--- src/rtl/mem_arbiter.sv ---
// Two-port arbiter in front of a single-port synchronous RAM: data path has
// priority, fetch is guaranteed a slot after MAX_D_BURST consecutive data wins.
module mem_arbiter #(
  parameter int ADDR_WIDTH  = 30,
  parameter int DATA_WIDTH  = 32,
  parameter int MAX_D_BURST = 4
) (
  input  logic                  clk,
  input  logic                  rst_n,
  input  logic                  i_req,
  input  logic [ADDR_WIDTH-1:0] i_addr,
  output logic                  i_gnt,
  output logic                  i_rvalid,
  output logic [DATA_WIDTH-1:0] i_rdata,
  input  logic                  d_req,
  input  logic                  d_we,
  input  logic [ADDR_WIDTH-1:0] d_addr,
  input  logic [DATA_WIDTH-1:0] d_wdata,
  output logic                  d_gnt,
  output logic                  d_rvalid,
  output logic [DATA_WIDTH-1:0] d_rdata,
  output logic [ADDR_WIDTH-1:0] mem_addr,
  output logic [DATA_WIDTH-1:0] mem_din,
  output logic                  mem_re,
  output logic                  mem_we,
  input  logic [DATA_WIDTH-1:0] mem_dout
);

  typedef enum logic [1:0] {
    OWN_NONE = 2'd0,
    OWN_I    = 2'd1,
    OWN_D    = 2'd2
  } owner_t;

  localparam logic [3:0] MAX_B = 4'(MAX_D_BURST);

  owner_t      r_owner;
  owner_t      w_owner_nxt;
  logic [3:0]  r_streak;
  logic [3:0]  w_streak_nxt;
  logic        w_i_win;
  logic        w_d_win;

  // Fetch wins when alone or once data has used up its burst allowance.
  assign w_i_win = i_req & (~d_req | (r_streak >= MAX_B));
  assign w_d_win = d_req & ~w_i_win;

  // Grants are held low while reset is asserted so no access reaches the RAM.
  assign i_gnt = rst_n & w_i_win;
  assign d_gnt = rst_n & w_d_win;

  always_comb begin
    mem_addr = i_addr;
    mem_din  = '0;
    mem_re   = 1'b0;
    mem_we   = 1'b0;
    if (d_gnt) begin
      mem_addr = d_addr;
      mem_din  = d_wdata;
      mem_re   = ~d_we;
      mem_we   = d_we;
    end else if (i_gnt) begin
      mem_re   = 1'b1;
    end
  end

  always_comb begin
    w_owner_nxt  = OWN_NONE;
    w_streak_nxt = r_streak;
    if (i_gnt) begin
      w_owner_nxt = OWN_I;
    end else if (d_gnt && !d_we) begin
      w_owner_nxt = OWN_D;
    end
    if (!i_req || i_gnt) begin
      w_streak_nxt = 4'd0;
    end else if (d_gnt && (r_streak < MAX_B)) begin
      w_streak_nxt = r_streak + 4'd1;
    end
  end

  always_ff @(posedge clk or negedge rst_n) begin
    if (!rst_n) begin
      r_owner  <= OWN_NONE;
      r_streak <= 4'd0;
    end else begin
      r_owner  <= w_owner_nxt;
      r_streak <= w_streak_nxt;
    end
  end

  assign i_rvalid = (r_owner == OWN_I);
  assign d_rvalid = (r_owner == OWN_D);
  assign i_rdata  = mem_dout;
  assign d_rdata  = mem_dout;

endmodule

--- config.mk ---
export PLATFORM = sky130hd
export DESIGN_NAME = mem_arbiter
export DESIGN_NICKNAME = d
export VERILOG_FILES = /design/src/rtl/mem_arbiter.sv
export SDC_FILE = /design/constraint.sdc
export NUM_CORES = 1
export LEC_CHECK = 0
export ABC_CLOCK_PERIOD_IN_PS = 1600
export CORE_AREA = 2 2 102 104
export CTS_BUF_LIST = sky130_fd_sc_hd__clkbuf_16
export CTS_CLUSTER_DIAMETER = 50
export DETAILED_ROUTE_END_ITERATION = 10
export DIE_AREA = 0 0 104 106
export SLEW_MARGIN = 20
export SYNTH_ARGS = -nofsm -noshare
export SYNTH_HDL_FRONTEND = slang
export SYNTH_SLANG_ARGS = --single-unit
--- constraint.sdc ---
create_clock -name clk -period 1.6 [get_ports clk]
set_clock_uncertainty 0.15 [all_clocks]
set_input_delay 0.24 -clock clk [delete_from_list [all_inputs] [get_ports clk]]
set_output_delay 0.24 -clock clk [all_outputs]
set_load 0.05 [all_outputs]
==> impl_metrics.json <==
{
  "globalRouteTotalUtil_pct": 9.02,
  "tritoncts.num_buffers": 3,
  "gp_congestion": 0.766,
  "design.core.area_um2": 10000,
  "ff_latch_area_um2": 150,
  "antenna_found_initial": 0,
  "cts_max_level": 1,
  "setup.worst_path.start_class": "flop",
  "routed_wl_mm": 5.44,
  "drt-vias-per-instance": 3.56,
  "cp-end-kind": "output port",
  "num-nets-final": 414,
  "synthDistinctLibCells": 23,
  "layout_common_cells": "clkdlybuf4s50_1 (93), buf_12 (66), and2_4 (33), mux2_4 (30), buf_4 (9)",
  "post-route-drc-count": 0,
  "detailedRoute.firstIterationViolations": 24,
  "worstMarginPinSlew_ns": 0.291,
  "clk-insertion-delay-late_ns": 0.23,
  "slew_viol_final": 0,
  "max_cap_viol": 0,
  "worstPathRequired_ns": 1.21,
  "vias": 1486,
  "filler_cell_count": 991,
  "hpwlAfterDp_mm": 4.45,
  "first_global_vias": 1655,
  "finalCriticalPeriod_ns": 2.09,
  "syn-num-nets": 291,
  "drtPass1Iterations": 3,
  "timing.final.hold_violations": 0,
  "area_growth_syn_to_layout_pct": 165,
  "critical_path.reg2reg.startpoint": "r_streak[3]$_DFFE_PN0P_",
  "timing.hold.worst.class": "in -> out",
  "cts.sinks": 6,
  "synth-seq-cells": 6,
  "yosys_warnings": 0,
  "setup.worst_path.class": "reg -> out",
  "worst_ir_drop_on_vdd_uv": 401,
  "row_count": 37,
  "grt-ovfl-total": 0,
  "initial_utilization_pct": 14.6,
  "ratio_of_final_minimum_period_to_clock_period_pct": 130,
  "worstHoldStart": "mem_dout[23]",
  "route.antenna.remaining_nets": 0,
  "synth_area_leaders": "buf_4 (33%), mux2_4 (21%), and2_1 (15%)",
  "final.setup.tns_ns": -27.93,
  "placement.io_buffers": 164,
  "io-pin-count": 261,
  "worst_ep_arrival_time_ns": 1.70,
  "wire_length_of_the_first_global_routing_pass_mm": 8.13,
  "maxClockFrequency_ghz": 0.479,
  "die_width_um": 104,
  "crit_start": "r_streak[2]$_DFFE_PN0P_",
  "wl_per_cell_um": 13.0,
  "netlist.top_cell.by_area": "buf_4",
  "grt_setup_unrepaired": "true",
  "clk_transition_reported_paths_ns": 0.03,
  "yosysTopAreaCellShare_pct": 32.8,
  "max_buffers_root_to_sink": 2,
  "layout.cells.most_common": "clkdlybuf4s50_1",
  "clockRootBuffer": "clkbuf_16",
  "n_antenna_cell": 0,
  "status": "finished with violations",
  "relSlewSlack_pct": 80.5,
  "total_chip_power_mw": 1.88,
  "post_route_cells_drive_above_1_share_pct": 57.8,
  "critical_path.max_fanout": 13,
  "syn-cell-area_um2": 1460,
  "synth.avg_cell_area_um2": 9.08,
  "setup-violations-final": 66,
  "synth.yosys.seq_area_share_pct": 10.3,
  "syn_inst": 161,
  "p_per_area_nw_per_um2": 485,
  "multi_input_comb_area_um2": 908,
  "fp.dieH_um": 106,
  "placed_cells": 408,
  "maximum_number_of_pins_on_one_net_before_global_route_repair": 27,
  "violations": "setup timing",
  "tritoncts": "yes",
  "post_layout_worst_setup_margin_ns": -0.487,
  "design.die.area_um2": 11000,
  "instances_no_fill": 418,
  "p_leak_nw": 1.67
}
[area by class of cell]
| class | instances | area share (%) |
|---|---|---|
| clock buffer | 3 | 1.93 |
| tap | 136 | 4.39 |
| multi-input combinational | 85 | 23.4 |
| timing repair buffer | 188 | 66.4 |
| sequential | 6 | 3.87 |
[Yosys cell counts]
master and n:
buf_4 64, and2_1 34, mux2_4 20, dfrtp_1 6, mux2_1 6, nand2_1 5
mux2_2 4, nor2b_1 3, buf_12 2, clkbuf_2 2, nand3_1 2, o21ai_0 2
a21oi_1 1, buf_2 1, buf_6 1, ha_1 1, nand2_2 1, nor2_1 1
nor2_8 1, nor3_1 1, o21a_4 1, o21bai_1 1, o31ai_1 1
[per-layer routing]
layer	share of wire, %	GRT usage [%]	vias to the layer above
li1	-	-	702
met1	34	8.76	651
met2	52	17.1	122
met3	13	4.05	11
met4	1.7	2.70	0
met5	0	0	-
[where the power goes]
group | internal (mW) | total, mW | switching [mW] | leakage (nW)
logic | 0.754 | 1.32 | 0.570 | 1.55
clock network | 0.320 | 0.401 | 0.0802 | 0.0370
registers | 0.157 | 0.159 | 0.00237 | 0.0821
[logic make-up after synthesis]
kind of cell / count (synthesis) / share of synthesized area [%]
AO/OA/AOI/OAI: 6 / 3.08
adder cells (fa/ha/maj): 1 / 0.855
buffers and inverters: 70 / 37.4
flip-flops: 6 / 10.3
multiplexers: 30 / 28.2
AND/OR/NAND/NOR: 48 / 20.2
[flip-flops by register name, summed over array words and instances (netlist names)]
| register | flops |
|---|---|
| r_owner | 2 |
| r_streak | 4 |
[final timing paths]
| path | end | slack, ns | cells past startpoint |
|---|---|---|---|
| max | mem_addr[13] | -0.49 | 5 |
| min | d_rdata[23] | 0.33 | 0 |
| max reg2reg | r_streak[0]$_DFFE_PN0P_ | 0.33 | 5 |
| min reg2reg | r_streak[0]$_DFFE_PN0P_ | 0.34 | 1 |
| max in group asynchronous | r_owner[1]$_DFF_PN0_ | 0.52 | 3 |
| min in group asynchronous | r_streak[0]$_DFFE_PN0P_ | 0.56 | 3 |
[metrics by stage]
stage | cell area, µm² | hold slack (ns) | util [%] | setup WS (ns)
2_1_floorplan | 1580 | -0.206 | - | -0.136
3_3_place_gp | 3620 | 0.325 | 36.2 | -0.501
3_5_place_dp | 3620 | 0.330 | 36.2 | -0.513
4_1_cts | 3830 | 0.330 | 38.3 | -0.510
5_1_grt | 3880 | 0.330 | 38.8 | -0.551
6_report | 3880 | 0.330 | 38.8 | -0.487
[what timing repair did]
item,4_1_cts,5_1_grt
endpoints found under the setup margin,66,66
pin swaps,10,0
endpoints found under the hold margin,6,0
resized for setup,23,14
cloned,1,1
hold buffers,1,0
buffers inserted,4,1
[critical path, stage by stage (launching register included)]
cell	delay, ns
dfrtp_1	0.38
o21a_4	0.25
nor2_8	0.16
buf_12	0.19
mux2_4	0.33
buf_12	0.15
Note: power is estimated with default switching activity, not from simulation.
